==> src/rtl/fifo_pkg.sv <==
// Shared constants and sizing helper for the synchronous FIFO.
package fifo_pkg;

   localparam int DEF_DATA_WIDTH = 8;
   localparam int DEF_DEPTH      = 8;

   function automatic int addr_w(input int depth);
      return $clog2(depth);
   endfunction

endpackage

==> src/rtl/sync_fifo_mem.sv <==
// Simple dual-port register array: synchronous write, registered read with enable.
module sync_fifo_mem
   import fifo_pkg::*;
#(
   parameter int DATA_WIDTH = DEF_DATA_WIDTH,
   parameter int DEPTH      = DEF_DEPTH,
   parameter int AW         = addr_w(DEF_DEPTH)
) (
   input  logic                  clk,
   input  logic                  rstn,
   input  logic                  i_we,
   input  logic [AW-1:0]         i_waddr,
   input  logic [DATA_WIDTH-1:0] i_wdata,
   input  logic                  i_re,
   input  logic [AW-1:0]         i_raddr,
   output logic [DATA_WIDTH-1:0] o_rdata
);

   logic [DATA_WIDTH-1:0] r_mem [DEPTH];
   logic [DATA_WIDTH-1:0] r_rdata;

   // Storage is deliberately left out of reset; only the read register clears.
   always_ff @(posedge clk) begin
      if (i_we) r_mem[i_waddr] <= i_wdata;
   end

   always_ff @(posedge clk or negedge rstn) begin
      if (!rstn)     r_rdata <= '0;
      else if (i_re) r_rdata <= r_mem[i_raddr];
   end

   assign o_rdata = r_rdata;

endmodule

==> src/rtl/sync_fifo.sv <==
// Single-clock FIFO: wrapping pointers, occupancy count and flags around a register array.
module sync_fifo
   import fifo_pkg::*;
#(
   parameter int DATA_WIDTH = DEF_DATA_WIDTH,
   parameter int DEPTH      = DEF_DEPTH
) (
   input  logic                  clk,
   input  logic                  rstn,
   input  logic                  wr_en,
   input  logic                  rd_en,
   input  logic [DATA_WIDTH-1:0] data_in,
   output logic [DATA_WIDTH-1:0] data_out,
   output logic                  full,
   output logic                  empty
);

   localparam int AW = addr_w(DEPTH);
   localparam int CW = AW + 1;
   localparam logic [CW-1:0] FULL_CNT = CW'(DEPTH);

   logic [AW-1:0] r_wptr;
   logic [AW-1:0] r_rptr;
   logic [CW-1:0] r_count;
   logic          w_full;
   logic          w_empty;
   logic          w_wr_acc;
   logic          w_rd_acc;

   assign w_full   = (r_count == FULL_CNT);
   assign w_empty  = (r_count == '0);
   assign w_wr_acc = wr_en && !w_full;
   assign w_rd_acc = rd_en && !w_empty;

   // Power-of-two depth lets the pointers wrap by natural overflow.
   always_ff @(posedge clk or negedge rstn) begin
      if (!rstn) begin
         r_wptr  <= '0;
         r_rptr  <= '0;
         r_count <= '0;
      end else begin
         if (w_wr_acc) r_wptr <= r_wptr + 1'b1;
         if (w_rd_acc) r_rptr <= r_rptr + 1'b1;
         case ({w_wr_acc, w_rd_acc})
            2'b10:   r_count <= r_count + 1'b1;
            2'b01:   r_count <= r_count - 1'b1;
            default: r_count <= r_count;
         endcase
      end
   end

   sync_fifo_mem #(
      .DATA_WIDTH (DATA_WIDTH),
      .DEPTH      (DEPTH),
      .AW         (AW)
   ) u_mem (
      .clk     (clk),
      .rstn    (rstn),
      .i_we    (w_wr_acc),
      .i_waddr (r_wptr),
      .i_wdata (data_in),
      .i_re    (w_rd_acc),
      .i_raddr (r_rptr),
      .o_rdata (data_out)
   );

   assign full  = w_full;
   assign empty = w_empty;

endmodule

==> config.mk <==
export PLATFORM = sky130hd
export DESIGN_NAME = sync_fifo
export DESIGN_NICKNAME = d
export VERILOG_FILES = /design/src/rtl/fifo_pkg.sv /design/src/rtl/sync_fifo_mem.sv /design/src/rtl/sync_fifo.sv
export SDC_FILE = /design/constraint.sdc
export NUM_CORES = 1
export LEC_CHECK = 0
export BUFFER_PORTS_ARGS = -buffer_cell sky130_fd_sc_hd__buf_2
export CORE_MARGIN = 2
export CORE_UTILIZATION = 54
export DETAILED_ROUTE_END_ITERATION = 8
export PLACE_DENSITY = 0.72
export RECOVER_POWER = 25
export SYNTH_ARGS = -nofsm -noshare
export SYNTH_HDL_FRONTEND = slang
export SYNTH_SLANG_ARGS = --single-unit
==> constraint.sdc <==
create_clock -name clk -period 3.4 [get_ports clk]
set_clock_uncertainty 0.2 [all_clocks]
set_input_delay 0 -clock clk [delete_from_list [all_inputs] [get_ports clk]]
set_output_delay 0 -clock clk [all_outputs]
set_load 0.01 [all_outputs]
* Word level (Yosys, flattened, before mapping)
Memories as Yosys holds them, arrays and structs flattened. A register that Yosys moved wholly into a read port is not among the register bits.
Cells that the tools add are included.
** Operators by class
- $add $sub $neg :: 4
- Eq/ne operators :: 3
- Mux-type cells :: 3
- Reductions and logical operators :: 7
** Operators by type and width (number)
- $pmux 4 s2 :: 1
- $add 3x1->3 const B :: 2
- $add 4x1->4 const B :: 1
- $eq 4x4->1 const B :: 1
- $logic_not 4->1 :: 1
- $sub 4x1->4 const B :: 1
- $logic_not 1->1 :: 3
- $eq 2x1->1 const B :: 1
- $eq 2x2->1 const B :: 1
- $logic_and 1x1->1 :: 2
- $mux 1 :: 2
- $reduce_bool 2->1 :: 1
** Word-level totals
- Bits in registers :: 10
- Bits in writable memories :: 64
- Memories :: 1
** Memories
- u_mem.r_mem :: words 8, width 8, rd ports 1, clocked after memory_dff 1, wr ports 1, line sync_fifo_mem.sv:19 : logic [DATA_WIDTH-1:0] r_mem [DEPTH];

* Depth between registers and ports, before layout
Gate-level depths: netlist of run 1.
- Depth in word-level cells :: 5
- Mapped depth :: 10
- Mapped depth without buffers :: 9

* By module
From an unflattened synthesis of run 1, not the netlist that was laid out.
** Unflattened totals
- Cells, all modules :: 226
- Area, all modules :: 3490.8 um2
** By module, submodules not included
- sync_fifo_mem :: times used 1, cells each 169, area an instance 2861.5 um2, sequential area each 2122.0 um2
- sync_fifo :: times used 1, cells each 57, area an instance 629.4 um2, sequential area each 250.2 um2

* Worst setup path before layout of run 1
No wires, ideal clock.
- Path type :: reg2reg
- From :: register r_count[0]
- To :: register r_count[3]
- Library setup time :: 0.116 ns
- Arrival time :: 2.241 ns
- Setup slack :: 0.843 ns
- Stages on the path, launching flop included :: 9
- Buffers on the path :: 1
- Clock period less this slack :: 2.557 ns
- Cell sequence :: dfrtp_1 buf_6 o41ai_4 inv_2 ha_1 ha_1 a21oi_1 o21ai_0 o311ai_0
** On the way
- Longest elaborated chain between the ends :: 5
** Ends and longest elaborated chain
- from (decl) :: line sync_fifo.sv:24 : logic [CW-1:0] r_count;
- from (signal assigned) :: line sync_fifo.sv:45 : 2'b10: r_count <= r_count + 1'b1;
- from (signal assigned) :: line sync_fifo.sv:46 : 2'b01: r_count <= r_count - 1'b1;
- from (signal assigned) :: line sync_fifo.sv:47 : default: r_count <= r_count;
- $logic_not 4->1 (*) :: line sync_fifo.sv:31 : assign w_empty = (r_count == '0);
- $logic_not 1->1 (*) :: line sync_fifo.sv:33 : assign w_rd_acc = rd_en && !w_empty;
- $logic_and 1x1->1 (*) :: line sync_fifo.sv:33
- named net u_mem.i_re :: line sync_fifo_mem.sv:14 : input logic i_re,
- $eq 2x1->1 / $eq 2x2->1 (equally long branches) :: line sync_fifo.sv:44 : case ({w_wr_acc, w_rd_acc})
- $pmux 4 s2 / $reduce_bool 2->1 (equally long branches)
The timed path passes the listed nets; every way through them passes the cells marked *.
A chain may end at the register's enable or synchronous reset.

* Worst setup path in the final report of run 1
- From :: register r_count[1]
- To :: register r_count[3]
The elaborated chain is that of the path after synthesis.

==> run metrics, run 1 <==
max-slew violations=0; chain of cells forming the critical path=o41ai_4 > buf_4 > inv_2 > ha_1 > ha_1 > a21oi_1 > o21ai_0 > o311ai_0; run status=complete, no violations; Tightest Pin Transition=0.8533 ns; most frequent cell on the critical path=sky130_fd_sc_hd__ha_1; Post-Route WL=approximately 6000 µm; number of global-route vias before repair=about 1.9k; Clock Root Buffer=sky130_fd_sc_hd__clkbuf_8; die area=6973 µm²; clock tree from TritonCTS=done; number of max-cap violations=0; DRC violation total after the first TritonRoute iteration=195; crit-path max cell delay=between 0.4 and 0.5 ns; antenna violations before repair=0; first-pass GRT wire length=roughly 10000 µm; clock slew seen by the registers of the worst setup and hold paths=about 0.08 ns; post-layout instance count excluding filler cells=approximately 340; total of cells resized after clock tree synthesis=0; Buffers & Inverters on Critical Path=2; Avg Cell Area, Syn=15.59 µm²; Via Count=1846; post-placement cell count=314; largest area contributor in the netlist=sky130_fd_sc_hd__edfxtp_1; Antenna Violating Nets Remaining=0; highest attainable clock frequency=365.1 MHz; Gate Count Post-Synth=approximately 220; CP startpoint kind=register; gp weighted congestion=slightly above 0.8; maximum number of pins on one net before global-route repair=35; fill cell instance count of the final layout=440; standard cell with the maximum stage delay on the critical path=sky130_fd_sc_hd__dfrtp_1; area share of the leading cell type in the synthesized netlist=a little under three fifths; core area=~6000 µm²; largest vdd supply drop=approximately 750 µV; total power consumption of the routed design=about 3.2 mW; chip height=around 84 µm; Wirelength per Cell=17.53 µm; DIE WIDTH=roughly 84 µm; Post-layout nets=280; first-pass iteration count of the detailed router=5; launch point of the critical path=r_count[1]; I/O pin count=22; final critical path time including I/O delays and setup=~2.7 ns; fraction of final layout cells sized beyond drive strength 1=~17%; Slew HR=around 43%; required time of the critical path=roughly 3.4 ns; starting utilization of the core area=between 50% and 60%; buffers inserted by post-CTS timing repair=0; Static Leak=between 1 and 1.5 nW; drt drc=0; detailed placer's ending HPWL=approximately 3800 µm; Crit path arrival time=2.77 ns; cell family with the largest share of critical-path delay=compound AO/OA/AOI/OAI gates; Most used DFF post-synth=sky130_fd_sc_hd__edfxtp_1; Syn-to-layout area delta=14.52%; CTS Buffer Depth=2; launching point of the worst reg2reg path=r_count[1]; hold path start=data_in[4]; total global-route track usage=about a fifth; mean number of vias per cell=roughly 5.4; antenna cells=0; sinks on the clock net=between 80 and 90; sum of overflow across all layers after global routing=0; Synth area leaders=sky130_fd_sc_hd__edfxtp_1, sky130_fd_sc_hd__dfrtp_1, sky130_fd_sc_hd__mux2i_1; largest driver fanout on the critical path=19; share of the yosys chip area belonging to registers=69.50%; power density of the placed cells=829.3 nW/µm²; share of synthesized flip-flops with an asynchronous set or reset=between 20% and 30%; endpoint kind of the worst setup timing path=register; clock latency reported for the late side of the worst-skew pair=0.35 ns; clock buffer count from CTS=9; final-report hold violation count=0; count of port buffers added during placement=21; setup repair after global routing missed its margin=false; num rows=28; number of nets in the synthesized netlist=around 240; synthesis warning total=0; Period Utilization, post-route=between 80 and 90%; Hold Crit Class=in -> reg; cell area after technology mapping=3413 µm²; Post-synth EDFFs=64; final-layout setup total negative slack=0 ns; number of different library cells in the post-synthesis netlist=34; Crit Path Category=reg -> reg; Seq cells post-synth=82; CTS HTree Levels=3; final setup violation count=0
-- power breakdown --
| group | total, mW | internal [mW] | switching (mW) |
|---|---|---|---|
| Combinational | 1.04 | 0.448 | 0.589 |
| Clock | 0.758 | 0.415 | 0.344 |
| Sequential | 1.45 | 1.31 | 0.136 |
-- per-stage QoR --
step / setup slack [ns] / hold slack (ns) / area (µm²) / util (%)
after floorplan: 0.8430 / -0.4956 / 3413 / -
after global placement: 0.7601 / -0.2511 / 3580 / 59.41
after detailed placement: 0.6902 / -0.2509 / 3580 / 59.41
after CTS: 0.6722 / 0.2317 / 3916 / 64.99
after global routing: 0.4305 / 0.2901 / 3909 / 64.87
final: 0.6609 / 0.2706 / 3909 / 64.87
-- placed cells by master (no fill, tap or decap), drive strengths merged --
cell	count
or3	1
nor2b	1
clkinvlp	2
dlygate4sd3	12
o21ai	11
fa	1
a21boi	1
o41ai	1
xnor2	4
a221o	8
o22ai	8
nand4b	1
mux2i	17
nand2b	5
nand2	23
bufinv	2
buf	23
nor3b	1
nor4	2
clkinv	1
and2	1
dfrtp	18
edfxtp	64
clkbuf	16
o311ai	1
mux2	16
ha	5
inv	8
a21oi	1
xor2	1
nor2	7
nor3	4
-- what timing repair did --
item | CTS | global route
hold endpoints to repair | 95 | 0
hold buffers | 12 | 0
endpoints found under the setup margin | 0 | 0
-- worst reg2reg max path: cells and delay by family, from the launching register on --
| family | cells | cell delay, ns |
|---|---|---|
| compound gates | 4 | 1.04 |
| fa+ha+maj | 2 | 0.60 |
| flops | 1 | 0.45 |
| buf+inv | 2 | 0.34 |
-- final timing paths --
kind / slack, ns / end / cells after the start
hold reg to reg: 0.29 / u_mem.o_rdata[4] / 2
max in group asynchronous: 1.87 / r_wptr[0] / 3
hold / removal: 0.27 / u_mem.r_mem[0][4] / 2
setup / recovery: 0.66 / r_count[3] / 8
setup reg to reg: 0.66 / r_count[3] / 8
min in group asynchronous: 0.63 / r_rptr[2] / 3
-- sequential cells by signal, indices dropped and copies added, names as in the netlist --
| name | flops |
|---|---|
| u_mem.o_rdata | 8 |
| r_count | 4 |
| u_mem.r_mem | 64 |
| r_rptr | 3 |
| r_wptr | 3 |
-- metal layers --
metal / routed length, µm / track usage, % / vias to the layer above
met5: 0 / 0 / -
met4: 52 / 9.238 / 0
met3: 248 / 4.253 / 7
met2: 2918 / 29.91 / 42
met1: 2776 / 25.56 / 888
li1: - / - / 909
-- synth_stat cells (2+ instances only) --
| master | count |
|---|---|
| sky130_fd_sc_hd__o21ai_1 | 8 |
| sky130_fd_sc_hd__buf_12 | 2 |
| sky130_fd_sc_hd__edfxtp_1 | 64 |
| sky130_fd_sc_hd__mux2i_1 | 17 |
| sky130_fd_sc_hd__inv_1 | 6 |
| sky130_fd_sc_hd__mux2_2 | 6 |
| sky130_fd_sc_hd__o21ai_0 | 3 |
| sky130_fd_sc_hd__mux2_1 | 10 |
| sky130_fd_sc_hd__nor3_1 | 4 |
| sky130_fd_sc_hd__buf_1 | 2 |
| sky130_fd_sc_hd__a221o_1 | 8 |
| sky130_fd_sc_hd__nand2b_1 | 5 |
| sky130_fd_sc_hd__nor2_1 | 7 |
| sky130_fd_sc_hd__ha_1 | 5 |
| sky130_fd_sc_hd__dfrtp_1 | 18 |
| sky130_fd_sc_hd__buf_6 | 3 |
| sky130_fd_sc_hd__nand2_1 | 23 |
| sky130_fd_sc_hd__o22ai_1 | 8 |
| sky130_fd_sc_hd__nor4_1 | 2 |
| sky130_fd_sc_hd__xnor2_1 | 4 |
-- kinds of logic (layout without fill, tap and decap cells) --
family / count (synthesis) / after routing / synth area share (%)
simple gates: 46 / 46 / 6.196
xor+xnor: 5 / 5 / 1.283
compound gates: 31 / 31 / 6.855
buf+inv: 16 / 64 / 3.482
fa+ha+maj: 6 / 6 / 2.419
flops: 82 / 82 / 69.50
mux: 33 / 33 / 10.26
-- area by class of cell --
cell class	instances	area, µm²	area share (%)
repair buffers	41	277.8	7.106
clock buffers	10	127.6	3.265
multi-input cells	121	922.1	23.59
well taps	75	93.84	2.401
inverters	7	26.28	0.6722
clock inverters	6	88.84	2.273
flip-flops and latches	82	2372	60.69
(Power assumes the default switching activity.)
==> run 2, diff against run 1 <==
clock period = 2.8 ns   (was 3.4 ns; I/O delays follow)
==> run metrics, run 2 (synthesis results as in run 1) <==
Period Utilization, post-route=91.05% (+10 points); antenna violations before repair=0 (unchanged); clock tree from TritonCTS=done; Slew HR=44.18% (+1.3 points); hold path start=data_in[7]; maximum number of pins on one net before global-route repair=28 (-20%); run status=complete, no violations; Largest register FFs=64 (unchanged); required time of the critical path=2.84 ns (-0.59 ns); Antenna Violating Nets Remaining=0 (unchanged); clock buffer count from CTS=9 (unchanged); max-slew violations=0 (unchanged); standard cell with the maximum stage delay on the critical path=sky130_fd_sc_hd__dfrtp_1; first-pass iteration count of the detailed router=4 (-1); final-layout setup total negative slack=0 ns (unchanged); largest driver fanout on the critical path=8 (-11); starting utilization of the core area=56.64% (unchanged); first-pass GRT wire length=9970 µm (+0.63%); cell family with the largest share of critical-path delay=compound AO/OA/AOI/OAI gates; endpoint kind of the worst setup timing path=register; count of port buffers added during placement=21 (unchanged); CTS HTree Levels=3 (unchanged); clock slew seen by the registers of the worst setup and hold paths=0.08 ns (about the same); setup repair after global routing missed its margin=false; clock latency reported for the late side of the worst-skew pair=0.35 ns (about the same); power density of the placed cells=988.0 nW/µm² (+19%); final setup violation count=0 (unchanged); largest reg by FF count=u_mem.r_mem; Syn-to-layout area delta=15.43%; Post-layout nets=285 (+1.8%); I/O pin count=22 (unchanged); final critical path time including I/O delays and setup=2.549 ns (-0.1897 ns); final-report hold violation count=0 (unchanged); Fin Hold WS=0.2761 ns (+0.005432 ns); CP startpoint kind=register; gp weighted congestion=0.7636 (-5.7%); num rows=28 (unchanged); top library cells by usage in the layout, fill and taps aside=sky130_fd_sc_hd__edfxtp_1, sky130_fd_sc_hd__nand2_1, sky130_fd_sc_hd__dfrtp_1; number of max-cap violations=0 (unchanged); CTS Buffer Depth=2 (unchanged); launch point of the critical path=r_count[1]; most frequent cell on the critical path=sky130_fd_sc_hd__ha_1; mean number of vias per cell=5.493 (+1.8%); sinks on the clock net=82 (unchanged); antenna cells=0 (unchanged); highest attainable clock frequency=392.2 MHz (+7.4%); number of global-route vias before repair=1903 (+0.69%); Buffers & Inverters on Critical Path=1 (-1); Crit Path Category=reg -> reg; die area=6973 µm² (unchanged); Static Leak=1.494 nW (+1.7%); chip height=83.51 µm (unchanged); core area=6026 µm² (unchanged); drt drc=0 (unchanged); met1 track demand over resource=25.56% (about the same); detailed placer's ending HPWL=3964 µm (+4.1%); Post-Route WL=6185 µm (+3.2%); chain of cells forming the critical path=nor3_2 > a21boi_2 > inv_1 > ha_1 > ha_1 > a21oi_1 > o21ai_0 > o311ai_0; total global-route track usage=19.59% (+0.49 points); Wirelength per Cell=17.82 µm (+1.7%); Tightest Pin Transition=0.8345 ns (-0.01884 ns); largest vdd supply drop=689.0 µV (-8.7%); Hold Crit Class=in -> reg; met3 usage=3.561% (-0.69 points); total placed instance area=3617 µm² (+1.0%); fill cell instance count of the final layout=444 (+0.91%); fraction of final layout cells sized beyond drive strength 1=19.49% (+2.3 points); fraction of the core area covered by cells at the end of the flow=65.39% (+0.52 points); DRC violation total after the first TritonRoute iteration=108 (-45%); leading cell type in the layout, fill and taps excluded=sky130_fd_sc_hd__edfxtp_1; sum of overflow across all layers after global routing=0 (unchanged); Crit path arrival time=2.59 ns (-0.18 ns); gr busiest metal=met2; launching point of the worst reg2reg path=r_count[1]; DIE WIDTH=83.51 µm (unchanged); crit-path max cell delay=0.47 ns (+0.02 ns); finished layout cell area=3940 µm² (+0.80%); Via Count=1906 (+3.3%); Clock Root Buffer=sky130_fd_sc_hd__clkbuf_8; fraction of met2 tracks used by global routing=30.79% (+0.88 points)
-- run 2: changes by cell type in the layout (fill, tap and decap cells not counted), sizes merged --
cell / change
clkinvlp: -1
bufinv: -1
clkinv: +2
buf: +5
-- run 2: path summary, 6_finish.rpt --
check	endpoint	slack, ns	cells past startpoint
max	r_count[3]	0.25	8
min	u_mem.r_mem[0][7]	0.28	2
max reg2reg	r_count[3]	0.25	8
min reg2reg	u_mem.o_rdata[3]	0.28	2
max in group asynchronous	r_count[0]	1.23	3
min in group asynchronous	u_mem.o_rdata[1]	0.65	3
-- run 2: per-stage QoR --
stage | cells | worst slack (ns) | total power [mW]
floorplan | 219 | 0.2430 | 2.740
global placement | 319 | 0.2998 | 3.017
finish | 347 | 0.2506 | 3.893
detailed placement | 319 | 0.1588 | 3.064
global route | 347 | 0.06878 | 4.145
CTS | 347 | 0.1476 | 3.931
-- run 2: cell type report --
cell class	instances	area [µm²]	share of cell area [%]
flip-flops and latches	82	2372	60.21
multi-input cells	121	930.9	23.63
repair buffers	46	315.3	8.003
clock buffers	10	137.6	3.493
well taps	75	93.84	2.382
clock inverters	6	63.81	1.620
inverters	7	26.28	0.6669
-- run 2: power by group --
group	total [mW]	internal, mW	switching (mW)
clock	0.849	0.436	0.413
sequential	1.76	1.59	0.173
combinational	1.28	0.568	0.713
total	3.89	2.59	1.30
-- run 2: timing repair --
item                                    in CTS  in global routing
hold endpoints to repair                    96                  0
buffers inserted                             0                  0
endpoints found under the setup margin       0                  1
resized for setup                            0                  2
hold buffers                                12                  0
-- run 2: metal layers --
metal,part of all wire (%),routed length [µm]
met5,0,0
met4,2.6,158
met3,2.6,160
met2,49,3021
met1,46,2845
-- run 2: worst register-to-register path, cell delays in order, from the launching register on --
cell	delay, ns
sky130_fd_sc_hd__dfrtp_1	0.47
sky130_fd_sc_hd__nor3_2	0.27
sky130_fd_sc_hd__a21boi_2	0.12
sky130_fd_sc_hd__inv_1	0.12
sky130_fd_sc_hd__ha_1	0.31
sky130_fd_sc_hd__ha_1	0.29
sky130_fd_sc_hd__a21oi_1	0.23
sky130_fd_sc_hd__o21ai_0	0.14
sky130_fd_sc_hd__o311ai_0	0.31
==> run 3, diff against run 2 <==
PLACE_DENSITY = unset   (was 0.72)
PLACE_DENSITY_LB_ADDON = 0.12   (was unset)
==> run metrics, run 3 (synthesis results as in run 1) <==
Static Leak=1.476 nW (-1.2%); run status=complete, no violations; top library cells by usage in the layout, fill and taps aside=sky130_fd_sc_hd__edfxtp_1, sky130_fd_sc_hd__nand2_1, sky130_fd_sc_hd__dfrtp_1; fill cell instance count of the final layout=443 (-0.23%); Post-Route WL=6127 µm (-0.94%); first-pass iteration count of the detailed router=4 (unchanged); Largest register FFs=64 (unchanged); antenna violations before repair=0 (unchanged); Slew HR=44.16% (about the same); detailed placer's ending HPWL=3894 µm (-1.8%); Antenna Violating Nets Remaining=0 (unchanged); largest reg by FF count=u_mem.r_mem; final setup violation count=0 (unchanged); DIE WIDTH=83.51 µm (unchanged); core area=6026 µm² (unchanged); CP startpoint kind=register; final-layout setup total negative slack=0 ns (unchanged); Via Count=1889 (-0.89%); power density of the placed cells=986.5 nW/µm² (-0.15%); final critical path time including I/O delays and setup=2.548 ns (-0.001347 ns); I/O pin count=22 (unchanged); first-pass GRT wire length=9860 µm (-1.1%); gp weighted congestion=0.7422 (-2.8%); Period Utilization, post-route=91.00% (about the same); drt drc=0 (unchanged); max-slew violations=0 (unchanged); chain of cells forming the critical path=nor3_1 > a21boi_2 > inv_1 > ha_1 > ha_1 > a21oi_1 > o21ai_0 > o311ai_0; clock buffer count from CTS=9 (unchanged); buffers inserted by post-CTS timing repair=0 (unchanged); Post-layout nets=284 (-0.35%); footprint of the multi-input gates=925.9 µm² (-0.54%); die area=6973 µm² (unchanged); Clock Root Buffer=sky130_fd_sc_hd__clkbuf_8; Syn-to-layout area delta=14.92%; number of global-route vias before repair=1895 (-0.42%); total power consumption of the routed design=3.870 mW (-0.59%); most frequent cell on the critical path=sky130_fd_sc_hd__ha_1; hold path start=u_mem.o_rdata[6]; area occupied by registers=2372 µm² (unchanged); total global-route track usage=19.01% (-0.58 points); Crit Path Category=reg -> reg; num rows=28 (unchanged); launching point of the worst reg2reg path=r_count[0]; required time of the critical path=2.83 ns (about the same); cell family with the largest share of critical-path delay=compound AO/OA/AOI/OAI gates; final-report hold violation count=0 (unchanged); launch point of the critical path=r_count[0]; DRC violation total after the first TritonRoute iteration=90 (-17%); Crit path arrival time=2.58 ns (about the same); largest driver fanout on the critical path=8 (unchanged); Hold Crit Class=reg -> reg; endpoint kind of the worst setup timing path=register; Wirelength per Cell=17.76 µm (-0.36%); highest attainable clock frequency=392.5 MHz (about the same); clock tree from TritonCTS=done; standard cell with the maximum stage delay on the critical path=sky130_fd_sc_hd__dfrtp_1; CTS HTree Levels=3 (unchanged); clock slew seen by the registers of the worst setup and hold paths=0.08 ns (about the same); Buffers & Inverters on Critical Path=1 (unchanged); crit-path max cell delay=0.47 ns (about the same); clock latency reported for the late side of the worst-skew pair=0.34 ns (about the same); leading cell type in the layout, fill and taps excluded=sky130_fd_sc_hd__edfxtp_1; sum of overflow across all layers after global routing=0 (unchanged); starting utilization of the core area=56.64% (unchanged); mean number of vias per cell=5.475 (-0.32%); largest vdd supply drop=660.7 µV (-4.1%); count of port buffers added during placement=21 (unchanged); sinks on the clock net=82 (unchanged); Tightest Pin Transition=0.8348 ns (+0.0003026 ns); fraction of final layout cells sized beyond drive strength 1=17.78% (-1.7 points); chip height=83.51 µm (unchanged); CTS Buffer Depth=2 (unchanged); number of max-cap violations=0 (unchanged); maximum number of pins on one net before global-route repair=35 (+25%); antenna cells=0 (unchanged)
run 3: cell types whose count changed in the layout (fill, tap and decap cells not counted), sizes merged:
cell,delta
clkinvlp,+1
clkbuf,+2
buf,-2
inv,-1
clkinv,-2
run 3: path summary, 6_finish.rpt:
| kind | cells past startpoint | slack, ns | end |
|---|---|---|---|
| max in group asynchronous | 3 | 1.24 | r_wptr[1] |
| setup reg to reg | 8 | 0.25 | r_count[3] |
| min in group asynchronous | 3 | 0.64 | u_mem.o_rdata[6] |
| setup / recovery | 8 | 0.25 | r_count[3] |
| hold / removal | 2 | 0.28 | u_mem.o_rdata[6] |
| hold reg to reg | 2 | 0.28 | u_mem.o_rdata[6] |
run 3: worst register-to-register path, cell delays in order, from the launching register on:
cell,delay (ns)
sky130_fd_sc_hd__dfrtp_1,0.47
sky130_fd_sc_hd__nor3_1,0.31
sky130_fd_sc_hd__a21boi_2,0.14
sky130_fd_sc_hd__inv_1,0.11
sky130_fd_sc_hd__ha_1,0.29
sky130_fd_sc_hd__ha_1,0.27
sky130_fd_sc_hd__a21oi_1,0.22
sky130_fd_sc_hd__o21ai_0,0.13
sky130_fd_sc_hd__o311ai_0,0.31
run 3: cell type report:
type	count	area share, %
sequential	82	60.48
multi-input combinational	121	23.60
timing repair buffer	45	8.134
clock buffer	11	3.349
tap	75	2.392
clock inverter	4	1.372
inverter	7	0.6699
run 3: layer usage:
layer / wire [µm] / GRT usage [%] / up-vias
li1: - / - / 914
met3: 222 / 5.638 / 6
met2: 3078 / 32.62 / 33
met5: 0 / 0 / -
met4: 53 / 4.839 / 0
met1: 2772 / 23.83 / 936
run 3: repair_timing:
action,in CTS,in global routing
hold endpoints to repair,96,0
hold buffers,12,0
setup endpoints to repair,0,1
gates resized for setup,0,1
run 3: power breakdown:
part | internal [mW] | switching (mW)
Sequential | 1.59 | 0.169
Combinational | 0.580 | 0.723
Clock | 0.409 | 0.399
Total | 2.58 | 1.29
run 3: per-stage QoR:
step	instances	instance area (µm²)	hold WS [ns]	worst slack [ns]	utilization, %
global placement	318	3622	-0.2443	0.3195	60.11
finish	345	3923	0.2806	0.2519	65.10
global route	345	3923	0.3128	-0.001774	65.10
detailed placement	318	3622	-0.2416	0.2232	60.11
CTS	345	3928	0.2418	0.2160	65.18
floorplan	219	3413	-0.4956	0.2430	-
